## config.mk

```make
export PLATFORM = sky130hd
export DESIGN_NAME = writeback_stage
export DESIGN_NICKNAME = d
export VERILOG_FILES = /design/src/rtl/writeback_stage.sv
export SDC_FILE = /design/constraint.sdc
export NUM_CORES = 1
export LEC_CHECK = 0
export CAP_MARGIN = 0
export CORE_MARGIN = 1
export CORE_UTILIZATION = 50
export DETAILED_ROUTE_END_ITERATION = 10
export PLACE_DENSITY = 0.81
export SYNTH_ARGS = -nofsm -noshare
export SYNTH_HDL_FRONTEND = slang
export SYNTH_SLANG_ARGS = --single-unit
```

## constraint.sdc

```tcl
create_clock -name clk -period 4.2 [get_ports clk]
set_input_delay 0.84 -clock clk [delete_from_list [all_inputs] [get_ports clk]]
set_output_delay 0.84 -clock clk [all_outputs]
set_load 0.1 [all_outputs]
```

## src/rtl/writeback_stage.sv

```systemverilog
// Register-file write-port driver: merges execute results with load returns.
// Loads are extended at enqueue and buffered; outputs are registered.
module writeback_stage #(
    parameter int LOAD_DEPTH = 2
) (
    input  logic                          clk,
    input  logic                          reset_n,
    input  logic                          ex_valid,
    input  logic [4:0]                    ex_rd,
    input  logic [31:0]                   ex_value,
    input  logic                          ld_valid,
    output logic                          ld_ready,
    input  logic [4:0]                    ld_rd,
    input  logic [2:0]                    ld_funct3,
    input  logic [1:0]                    ld_offset,
    input  logic [31:0]                   ld_data,
    output logic [4:0]                    write_address,
    output logic [31:0]                   write_value,
    output logic [31:0]                   load_pending,
    output logic [$clog2(LOAD_DEPTH):0]   fifo_count
);

    localparam int AW = $clog2(LOAD_DEPTH);
    localparam logic [AW:0] FULL = (AW+1)'(LOAD_DEPTH);

    typedef struct packed {
        logic [4:0]  rd;
        logic [31:0] value;
    } ld_ent_t;

    ld_ent_t               mem [LOAD_DEPTH];
    logic [LOAD_DEPTH-1:0] occ;
    logic [LOAD_DEPTH-1:0] occ_n;
    logic [AW-1:0]         wptr;
    logic [AW-1:0]         rptr;
    logic                  live;
    logic                  accept;
    logic                  push;
    logic                  pop;
    logic [7:0]            ld_byte;
    logic [15:0]           ld_half;
    logic [31:0]           ext_value;
    logic [31:0]           pend_n;
    logic [4:0]            ent_rd;

    // live holds ready low until the first edge after reset release
    assign ld_ready = live && (fifo_count != FULL);
    assign accept   = ld_valid && ld_ready;
    assign push     = accept && (ld_rd != 5'd0);
    assign pop      = !ex_valid && (fifo_count != '0);

    always_comb begin
        ld_byte = ld_data[8*ld_offset +: 8];
        ld_half = ld_offset[1] ? ld_data[31:16] : ld_data[15:0];
        case (ld_funct3)
            3'b000:  ext_value = {{24{ld_byte[7]}}, ld_byte};
            3'b001:  ext_value = {{16{ld_half[15]}}, ld_half};
            3'b100:  ext_value = {24'd0, ld_byte};
            3'b101:  ext_value = {16'd0, ld_half};
            default: ext_value = ld_data;
        endcase
    end

    // Pending mask is computed from next-state occupancy so it stays a flop
    always_comb begin
        occ_n  = occ;
        pend_n = '0;
        ent_rd = '0;
        if (pop) begin
            occ_n[rptr] = 1'b0;
        end
        if (push) begin
            occ_n[wptr] = 1'b1;
        end
        for (int i = 0; i < LOAD_DEPTH; i++) begin
            ent_rd = (push && wptr == AW'(i)) ? ld_rd : mem[i].rd;
            if (occ_n[i]) begin
                pend_n[ent_rd] = 1'b1;
            end
        end
        pend_n[0] = 1'b0;
    end

    always_ff @(posedge clk) begin
        if (push) begin
            mem[wptr] <= '{rd: ld_rd, value: ext_value};
        end
    end

    always_ff @(posedge clk or negedge reset_n) begin
        if (!reset_n) begin
            live          <= 1'b0;
            occ           <= '0;
            wptr          <= '0;
            rptr          <= '0;
            fifo_count    <= '0;
            load_pending  <= '0;
            write_address <= '0;
            write_value   <= '0;
        end else begin
            live         <= 1'b1;
            occ          <= occ_n;
            load_pending <= pend_n;
            if (push) begin
                wptr <= wptr + 1'b1;
            end
            if (pop) begin
                rptr <= rptr + 1'b1;
            end
            case ({push, pop})
                2'b10:   fifo_count <= fifo_count + 1'b1;
                2'b01:   fifo_count <= fifo_count - 1'b1;
                default: fifo_count <= fifo_count;
            endcase
            if (ex_valid) begin
                write_address <= ex_rd;
                write_value   <= ex_value;
            end else if (pop) begin
                write_address <= mem[rptr].rd;
                write_value   <= mem[rptr].value;
            end else begin
                write_address <= '0;
                write_value   <= '0;
            end
        end
    end

endmodule

```

## Word level (Yosys, flattened, before mapping)

Memory sizes are Yosys's and may differ from the RTL's.
Index checks and enable logic that the tools add are counted.

| word-level totals | value |
|---|---|
| register bits | 75 |
| bits in writable memories | 74 |
| bits of input ports | 83 |
| output and inout port bits | 72 |
| word-level logic and storage cells | 71 |
| memories kept | 1 |

| operators by class | value |
|---|---|
| $add $sub $neg | 4 |
| magnitude comparators | 8 |
| equality and inequality tests | 6 |
| shift operators | 1 |
| multiplexer cells | 23 |
| bitwise gates (word level) | 5 |
| reductions and logical operators | 15 |

Memory list:

| name | words | bits a word | read ports | clocked after memory_dff | write ports | line | RTL |
|---|---|---|---|---|---|---|---|
| mem | 2 | 37 | 3 | 0 | 1 | 31 | `ld_ent_t mem [LOAD_DEPTH];` |

Operator list:

| operator | count |
|---|---|
| $mux 32 | 4 |
| $pmux 32 s4 | 1 |
| $or 32x32->32 | 1 |
| $shiftx 32x6->8 | 1 |
| $mux 5 | 4 |
| $mux 16 | 1 |
| $lt 5x6->1 const B | 2 |
| $demux 1 s5 | 2 |
| $ge 5x1->1 const B | 2 |
| $logic_and 1x1->1 | 10 |
| $eq 3x3->1 const B | 2 |
| $mux 1 | 6 |
| $reduce_bool 5->1 | 1 |
| $lt 1x2->1 const B | 2 |
| $mux 2 | 2 |
| $pmux 2 s2 | 1 |
| $reduce_bool 2->1 | 2 |
| $eq 3x1->1 const B | 1 |
| $logic_not 3->1 | 1 |
| $add 1x1->1 const B | 2 |
| $add 2x1->2 const B | 1 |
| $and 2x2->2 | 1 |
| $demux 1 s1 | 2 |
| $eq 2x1->1 const B | 1 |
| other kinds (8) | 9 |

## Longest topological paths before layout

Gate-level depths: netlist of run 1.

| logic depth | value |
|---|---|
| word-level depth | 13 |
| gate-level depth with buffers | 9 |
| mapped depth without buffers | 7 |

## Worst setup path after synthesis of run 1

Ideal clock, no wire load.

| path | value |
|---|---|
| path type | reg2reg |
| start | reg fifo_count[0] |
| end | mem mem[1][0] (netlist name) (enable) |
| library setup time | 0.431 ns |
| arrival time | 3.422 ns |
| required time | 3.769 ns |
| slack | 0.347 ns |
| cell stages (with the launch flop) | 7 |
| clock period less this slack | 3.853 ns |
| cell sequence | dfrtp_1 nand2b_1 clkbuf_1 o211a_4 buf_12 inv_1 nor2_1 |

| between the ends | value |
|---|---|
| longest elaborated chain between the ends | 6 |

RTL lines:

| what | line | RTL |
|---|---|---|
| start, declared | 20 | `output logic [$clog2(LOAD_DEPTH):0] fifo_count` |
| start signal, assigned | 111 | `2'b10: fifo_count <= fifo_count + 1'b1;` |
| start signal, assigned | 112 | `2'b01: fifo_count <= fifo_count - 1'b1;` |
| start signal, assigned | 113 | `default: fifo_count <= fifo_count;` |
| $ne 2x2->1 | 47 | `assign ld_ready = live && (fifo_count != FULL);` |
| $logic_and 1x1->1 | 47 |  |
| $logic_and 1x1->1 | 48 | `assign accept = ld_valid && ld_ready;` |
| $logic_and 1x1->1 | 49 | `assign push = accept && (ld_rd != 5'd0);` |
| $mux 1 | 85 | `if (push) begin` |
| $mux 1 (implied by the code) | 86 | `mem[wptr] <= '{rd: ld_rd, value: ext_value};` |
| end, declared | 31 |  |

Every way passes these cells.

## Final worst setup path of run 1

| path | value |
|---|---|
| start | reg fifo_count[0] |
| end | out ld_ready |

| between the ends | value |
|---|---|
| longest elaborated chain between the ends | 2 |

RTL lines:

| what | line | RTL |
|---|---|---|
| $ne 2x2->1 | 47 |  |
| $logic_and 1x1->1 | 47 |  |
| end, declared | 12 | `output logic ld_ready,` |

Every way passes these cells.

==> results of run 1 <==
## stage by stage
stage               total power, W  std cells  worst slack (ns)
finish                    0.005375        858            0.7689
global route              0.005565        858            0.7136
CTS                       0.005406        858            0.7558
detailed placement        0.003962        826            0.9277
global placement          0.003935        826            0.9418
floorplan                 0.003384        526            0.3468
## path summary, 6_finish.rpt
check,end,slack [ns]
max,ld_ready,0.77
min,occ[1],0.54
max reg2reg,load_pending[4],1.58
min reg2reg,occ[1],0.54
max in group asynchronous,rptr,3.01
min in group asynchronous,write_value[20],0.56
## final cells by class
cell class                 instances  area (µm²)
sequential                       149        4100
tap                              172       215.2
multi-input combinational        337        2297
fill                             936        3857
clock inverter                    15       146.4
timing repair buffer             158        1592
inverter                          10       37.54
clock buffer                      17       425.4
## cells in the mapped netlist, drive strengths merged, types with 3 or more instances
cell type / count
a2111oi: 4
o21ai: 42
a211oi: 8
nand2: 78
o22a: 7
dfrtp: 75
a22o: 7
inv: 9
nor2: 45
mux2i: 47
clkbuf: 19
a221o: 38
a21oi: 8
xnor2: 4
and2: 4
edfxtp: 74
nand2b: 5
nor2b: 4
nor3: 11
nand3b: 3
buf: 11
## logic make-up (layout without fill, tap and decap cells)
family	count (synthesis)	in the layout
simple gates	162	162
xor+xnor	5	5
buf+inv	40	200
fa+ha+maj	1	1
other cells	2	2
mux	49	49
flops	149	149
compound gates	118	118
## routing by layer
layer  track usage (%)  share of wire [%]  routed length, µm  up-vias
li1                  -                  -                  -     2237
met1             37.43                 43               7437     2348
met2             42.84                 47               8179      273
met3             5.189                8.6               1496       24
met4             9.231                1.2                215        0
met5                 0                  0                  0        -
## where the power goes
part	total [W]	internal [W]	switching (W)
logic	0.00200	0.000536	0.00146
clock network	0.00145	0.000828	0.000617
registers	0.00193	0.00178	0.000151
total	0.00537	0.00314	0.00223
## worst reg2reg max path, stage by stage (launching register included)
cell and delay [ns]:
dfrtp_1 0.45, o21bai_4 0.81, nor2_1 0.25, nor4_1 0.76, a221o_1 0.27
## flip-flops by register name (all words and copies together), names as in the netlist
signal,flops
fifo_count,2
occ,2
wptr,1
write_address,5
rptr,1
write_value,32
live,1
load_pending,31
mem,74
==> impl_metrics.json, run 1 <==
{
  "outcome": "completed",
  "slowest_delay_ns": 1.13,
  "synth_top_area_share_pct": 33.94,
  "wl_um": 17330,
  "io_buffer_count": 153,
  "grt-ovfl-total": 0,
  "initialDrtViolationCount": 402,
  "p_leak_nw": 3.492,
  "layout_common_cells": "clkdlybuf4s50_1 (152), nand2_1 (78), dfrtp_1 (74), edfxtp_1 (74), mux2i_1 (47)",
  "numCtsBuffers": 17,
  "clock_path_buffers": 2,
  "grt_usage_pct": 27.00,
  "worstPathCellList": "nand2b_1 -> and2_1 -> clkdlybuf4s50_1",
  "critPathLaunch": "fifo_count[0]",
  "cts_hold_buf": 0,
  "drt-vias-per-instance": 5.690,
  "setup_viol": 0,
  "die_w_um": 116.4,
  "antenna_cells": 0,
  "drtPass1Iterations": 5,
  "post-cts-setup-buffers": 0,
  "antenna_left": 0,
  "slew_headroom_pct": 23.72,
  "tritoncts": "done",
  "synth_top_family_by_area": "compound AO/OA/AOI/OAI gates",
  "ios": 155,
  "path_clk_slew_ns": 0.06,
  "grt_pass1_wl_um": 26020,
  "path_delay_family": "buffers and inverters",
  "core_um2": 12670,
  "hold_viol_final": 0,
  "cts_root_buf": "clkbuf_16",
  "r2r-start": "fifo_count[1]",
  "fmax_mhz": 291.5,
  "synthArstFlopShare_pct": 50.34,
  "synth_cells": 526,
  "syn-num-nets": 610,
  "synth_seq_area_share_pct": 62.60,
  "min-delay-start": "occ[1]",
  "vdd_drop_max_uv": 336.4,
  "critPathBufInv": 1,
  "rsz0062_at_grt": "no",
  "powerDensity_nw_per_um2": 609.9,
  "synth_mux_area_share_pct": 7.529,
  "ff2ff_path_depth": 4,
  "path_class": "reg -> out",
  "drc": 0,
  "synth-seq-cells": 149,
  "hp-class": "reg -> reg",
  "maxCapViolCount": 0,
  "synth_adder_area_share_pct": 0.1911,
  "ys.warnings.count": 0,
  "drive_gt1_share_pct": 9.475,
  "fin_crit_ns": 3.431,
  "clock_skew_ns": 0.009045,
  "antenna_found_initial": 0,
  "synth_area_um2": 6548,
  "slew_violations": 0,
  "cpMaxStageDelayCell": "clkdlybuf4s50_1",
  "whs_path_depth": 2,
  "ys_types": 45,
  "critical_path_arrival_ns": 2.59,
  "path_max_fanout": 6,
  "whs_ns": 0.5413,
  "synth_compound_area_share_pct": 15.34,
  "synth.avg_cell_area_um2": 12.45,
  "yosys-top-cells-area": "edfxtp_1 (34%), dfrtp_1 (29%), mux2i_1 (7.2%), a221o_1 (5.4%), nand2_1 (4.5%)",
  "cts.sinks": 149,
  "clkLatencyLatePin_ns": 0.42,
  "grt_pass1_vias": 4739,
  "synth-main-ff-cell": "dfrtp_1",
  "final_core_util_pct": 69.56,
  "synth_top_area_cell": "edfxtp_1",
  "cts_max_level": 4,
  "std_cell_rows": 41,
  "gp_congestion": 0.9407,
  "nets": 757,
  "start_kind": "flop",
  "synthToLayoutAreaGrowth_pct": 34.61,
  "fin_tns_setup_ns": 0,
  "required_ns": 3.36,
  "synth_edf_count": 74,
  "design_area_um2": 8813,
  "avgRoutedWirePerCell_um": 20.20,
  "synthXorXnorAreaFrac_pct": 0.6688,
  "initial_utilization_pct": 51.67,
  "synthSimpleGateAreaFrac_pct": 10.84,
  "grt_max_degree": 76,
  "cts_resized": 0,
  "dpl_cell_area_um2": 8242,
  "vias": 4882,
  "dieArea_um2": 13560,
  "tightest_slew_ns": 1.134,
  "post-route-period-util_pct": 81.69,
  "worst-path-stages": 3,
  "worstSetupEndpointType": "output pin",
  "dieHeight_um": 116.4,
  "dpl.hpwl_um": 12660,
  "final_common_cell": "clkdlybuf4s50_1"
}
No activity file was read; power rests on OpenSTA's default activity.
==> inputs of run 2 (changes only) <==
Clock period 4.2 ns to 3.3 ns, I/O delays scaled along.
==> run 2 against run 1 <==
Setup slack lost 0.075 ns; non-clock buffer count grew 14; cell count up 1.6%; design area fell by 1.1%; sequential share of layout area increased by 0.49 points; flip-flop and latch count stayed put; hold slack got worse by 0.14 ns; global-route usage is 1.2 points higher; critical path depth increased by 3; critical path type is now in -> reg; highest routed layer unchanged.
==> impl_metrics.json, run 2 (same netlist as run 1, synthesis figures left out) <==
{
  "path_class": "in -> reg",
  "initial_utilization_pct": 51.67,
  "synthToLayoutAreaGrowth_pct": 33.19,
  "avgRoutedWirePerCell_um": 20.86,
  "vias": 4932,
  "numCtsBuffers": 17,
  "post-cts-setup-buffers": 0,
  "rsz0062_at_grt": "no",
  "grt_pass1_vias": 4744,
  "path_clk_slew_ns": 0.06,
  "dieHeight_um": 116.4,
  "critical_path_arrival_ns": 2.96,
  "start_kind": "input port",
  "clkLatencyLatePin_ns": 0.42,
  "final_common_cell": "buf_4",
  "top_register": "mem",
  "vdd_drop_max_uv": 690.3,
  "final_core_util_pct": 68.83,
  "post-route-period-util_pct": 78.97,
  "top_regs": "mem: 74 flops, write_value: 32 flops, load_pending: 31 flops",
  "drive_gt1_share_pct": 21.14,
  "clock_path_buffers": 2,
  "antenna_found_initial": 0,
  "instances_no_fill": 872,
  "clock_skew_ns": 0.008147,
  "layout_common_cells": "buf_4 (89), clkdlybuf4s50_1 (81), nand2_1 (78)",
  "hp-class": "in -> async",
  "path_max_fanout": 13,
  "layout_setup_ws_ns": 0.6941,
  "hold_viol_final": 0,
  "setup_viol": 0,
  "design_area_um2": 8721,
  "grt_usage_pct": 28.20,
  "worstSetupEndpointType": "flop",
  "drtPass1Iterations": 5,
  "nets": 771,
  "dieArea_um2": 13560,
  "initialDrtViolationCount": 425,
  "largest_reg_flops": 74,
  "outcome": "completed",
  "io_buffer_count": 153,
  "cts_root_buf": "clkbuf_16",
  "ios": 155,
  "cts_hold_buf": 0,
  "placedCellCount": 839,
  "cts_max_level": 4,
  "tightest_slew_ns": 1.117,
  "grt_max_degree": 76,
  "slew_violations": 0,
  "nFillCells": 950,
  "fin_crit_ns": 2.606,
  "grt-ovfl-total": 0,
  "p_leak_nw": 3.667,
  "tritoncts": "done",
  "gp_congestion": 0.9824,
  "required_ns": 3.66,
  "dpl_cell_area_um2": 8149,
  "fmax_mhz": 383.8,
  "cts.sinks": 149,
  "core_um2": 12670,
  "dpl_worst_slack_ns": 0.2230,
  "antenna_cells": 0,
  "std_cell_rows": 41,
  "antenna_left": 0,
  "drc": 0,
  "grt_pass1_wl_um": 27300,
  "die_w_um": 116.4,
  "wl_um": 18190,
  "maxCapViolCount": 0,
  "cts_resized": 0,
  "powerDensity_nw_per_um2": 781.7,
  "drt-vias-per-instance": 5.656,
  "dpl.hpwl_um": 12990,
  "slew_headroom_pct": 25.33
}
-- run 2: cell types whose count changed in the layout (fill, tap and decap cells not counted), moves of 2 or more --
cell             delta
clkdlybuf4s50_1    -71
buf_4              +85
clkbuf_1            +2
clkinvlp_4          -2
-- run 2: path summary, 6_finish.rpt --
path                               start               end  slack [ns]  depth (start not counted)
min in group clk              mem[0][30]   write_value[30]        0.53                          2
setup reg to reg           fifo_count[0]        mem[0][30]        0.96                          4
setup / recovery                ld_rd[2]  load_pending[26]        0.69                          6
max in group asynchronous        reset_n              rptr        2.19                          1
hold / removal                   reset_n   write_value[20]        0.40                          1
hold reg to reg               mem[0][30]   write_value[30]        0.53                          2
-- run 2: report_power, final --
group | total, W | switching [W] | leakage [nW] | internal, W
clock network | 0.00185 | 0.000777 | 0.272 | 0.00107
registers | 0.00247 | 0.000200 | 1.65 | 0.00227
logic | 0.00250 | 0.00186 | 1.75 | 0.000639
total | 0.00682 | 0.00284 | 3.67 | 0.00398
-- run 2: area by class of cell --
| cell class | count | area, µm² | area share, % |
|---|---|---|---|
| Clock buffer | 20 | 446.7 | 5.122 |
| Clock inverter | 12 | 120.1 | 1.377 |
| Inverter | 10 | 37.54 | 0.4304 |
| Multi-Input combinational cell | 337 | 2297 | 26.34 |
| Sequential cell | 149 | 4100 | 47.02 |
| Tap cell | 172 | 215.2 | 2.468 |
| Timing Repair Buffer | 172 | 1504 | 17.25 |
-- run 2: layer usage --
| metal | up-vias | routed length (µm) | track usage [%] |
|---|---|---|---|
| met5 | - | 0 | 0 |
| met4 | 0 | 273 | 9.573 |
| met3 | 23 | 1483 | 7.732 |
| met2 | 241 | 8578 | 42.52 |
| met1 | 2405 | 7859 | 39.44 |
| li1 | 2263 | - | - |
-- run 2: worst max-delay path, stage by stage --
cell	delay, ns
clkdlybuf4s50_1	0.57
or3_4	0.48
o211a_4	0.25
buf_4	0.22
a2111oi_2	0.53
a221o_1	0.24
-- run 2: through the flow --
stage / hold slack [ns] / setup TNS, ns / power [W]
6_report: 0.4038 / 0 / 0.006817
4_1_cts: 0.4235 / 0 / 0.006845
3_5_place_dp: 0.5245 / 0 / 0.005006
5_1_grt: 0.4693 / 0 / 0.007058
2_1_floorplan: 0.3644 / -40.93 / 0.004306
3_3_place_gp: 0.5174 / 0 / 0.004983
==> inputs of run 3 (changes only) <==
Settings changed: CORE_UTILIZATION 50 to 45, PLACE_DENSITY 0.81 to 0.77.
Clock period 3.3 ns to 2.15 ns, I/O delays scaled along.
==> run 3 against run 2 <==
Global-route usage is 3.4 points lower; die area is 11% higher; core utilization is 3.5 points lower; flip-flop and latch count stayed put; sequential share of layout area is 2.2 points lower; clock skew hardly changed; design area is 5.1% higher; combinational power is 67% higher; hold slack better by 0.10 ns.
==> impl_metrics.json, run 3 (same netlist as run 1, synthesis figures left out) <==
{
  "hold_viol_final": 0,
  "grt-ovfl-total": 0,
  "final_common_cell": "buf_4",
  "antenna_found_initial": 0,
  "layout_common_cells": "buf_4 (120), clkdlybuf4s50_1 (81), nand2_1 (78)",
  "top_regs": "mem: 74 flops, write_value: 32 flops, load_pending: 31 flops",
  "grt_usage_pct": 24.80,
  "powerDensity_nw_per_um2": 1196,
  "drc": 0,
  "fin_crit_ns": 2.063,
  "clkLatencyLatePin_ns": 0.42,
  "avgRoutedWirePerCell_um": 19.19,
  "numCtsBuffers": 17,
  "clock_skew_ns": 0.008454,
  "nets": 809,
  "cpMaxStageDelayCell": "clkdlybuf4s50_1",
  "drive_gt1_share_pct": 25.47,
  "final_core_util_pct": 65.29,
  "path_max_fanout": 11,
  "drt-vias-per-instance": 5.588,
  "required_ns": 2.51,
  "cts.sinks": 149,
  "worstPathCellList": "clkdlybuf4s50_1 -> or3_4 -> o211a_4 -> buf_4 -> a211oi_4 -> a221o_1",
  "slew_violations": 0,
  "path_class": "in -> reg",
  "initial_utilization_pct": 46.63,
  "fin_tns_setup_ns": 0,
  "post-route-period-util_pct": 95.96,
  "fmax_mhz": 484.7,
  "std_cell_rows": 43,
  "r2r-start": "fifo_count[0]",
  "grt_pass1_vias": 5038,
  "gp_congestion": 0.8915,
  "die_w_um": 122.6,
  "critPathBufInv": 2,
  "path_delay_family": "compound AO/OA/AOI/OAI gates",
  "r2r_end": "mem[1][1]",
  "largest_reg_flops": 74,
  "core_um2": 14040,
  "tightest_slew_ns": 0.6069,
  "nFillCells": 1031,
  "start_kind": "input port",
  "r2r_slack_ns": 0.30,
  "slowest_delay_ns": 0.43,
  "ff2ff_path_depth": 6,
  "grt_pass1_wl_um": 27100,
  "worstSetupEndpointType": "flop",
  "tritoncts": "done",
  "clock_path_buffers": 2,
  "multi_input_area_um2": 2305,
  "ios": 155,
  "dieHeight_um": 122.6,
  "hp-class": "in -> async",
  "wl_um": 17620,
  "maxCapViolCount": 0,
  "cts_root_buf": "clkbuf_16",
  "post-cts-setup-buffers": 0,
  "antenna_cells": 0,
  "path_clk_slew_ns": 0.07,
  "vias": 5130,
  "slew_headroom_pct": 59.23,
  "seqCellArea_um2": 4105,
  "top_register": "mem",
  "cts_max_level": 4,
  "p_leak_nw": 3.912,
  "critical_path_arrival_ns": 2.42,
  "dpl.hpwl_um": 13050,
  "synthToLayoutAreaGrowth_pct": 40.02,
  "whs_ns": 0.5070,
  "drtPass1Iterations": 5,
  "power_w": 0.01096,
  "antenna_left": 0,
  "setup_viol": 0,
  "initialDrtViolationCount": 342,
  "grt_max_degree": 47,
  "outcome": "completed",
  "rsz0062_at_grt": "no",
  "io_buffer_count": 153,
  "dieArea_um2": 15040,
  "vdd_drop_max_uv": 687.3
}
## run 3: how the worst max path moves through the flow
stage	start	end	slack, ns	cells after the start
after global routing	ld_rd[4]	load_pending[29]	0.03	6
after global placement	ld_rd[4]	load_pending[21]	-0.28	6
after detailed placement	ld_rd[4]	load_pending[29]	-0.35	6
after CTS	fifo_count[0]	ld_ready	0.005	4
final	ld_rd[4]	load_pending[29]	0.09	6
after floorplan	fifo_count[0]	mem[1][0]	-0.26	6
## run 3: final cells by class
cell class                      count  share of cell area [%]
Clock buffer                       20                   4.872
Clock inverter                     12                   1.815
Inverter                           10                  0.4094
Multi-Input combinational cell    337                   25.14
Sequential cell                   149                   44.78
Tap cell                          180                   2.457
Timing Repair Buffer              210                   20.53
## run 3: timing repair
item | CTS | global route
resized for setup | 1 | 1
hold buffers | 1 | 0
pin swaps | 0 | 0
hold endpoints to repair | 29 | 0
setup endpoints to repair | 1 | 1
gates cloned | 0 | 0
## run 3: report_power, final
group | internal (W) | switching [W] | total (W)
registers | 0.00349 | 0.000222 | 0.00371
logic | 0.00120 | 0.00299 | 0.00418
clock network | 0.00188 | 0.00119 | 0.00307
## run 3: worst register-to-register path, delay by kind of cell, from the launching register on
| kind | cells | cell delay [ns] |
|---|---|---|
| buffers and inverters | 3 | 0.49 |
| and+or+nand+nor | 2 | 0.31 |
| AOI/OAI and AO/OA | 1 | 0.30 |
| DFF | 1 | 0.46 |
## run 3: metrics by stage
stage | instance area (µm²) | worst slack (ns) | std cells
after floorplan | 6569 | -0.2614 | 526
after global placement | 8537 | -0.2772 | 885
after detailed placement | 8537 | -0.3495 | 885
after CTS | 9163 | 0.005238 | 918
after global routing | 9168 | 0.02658 | 918
final | 9168 | 0.08696 | 918
## run 3: layer usage
| metal | up-vias | track usage, % | share of wire, % |
|---|---|---|---|
| met1 | 2493 | 30.93 | 40 |
| li1 | 2345 | - | - |
| met2 | 251 | 41.05 | 51 |
| met4 | 0 | 11.20 | 2.6 |
| met5 | - | 0 | 0 |
| met3 | 41 | 5.669 | 6.3 |
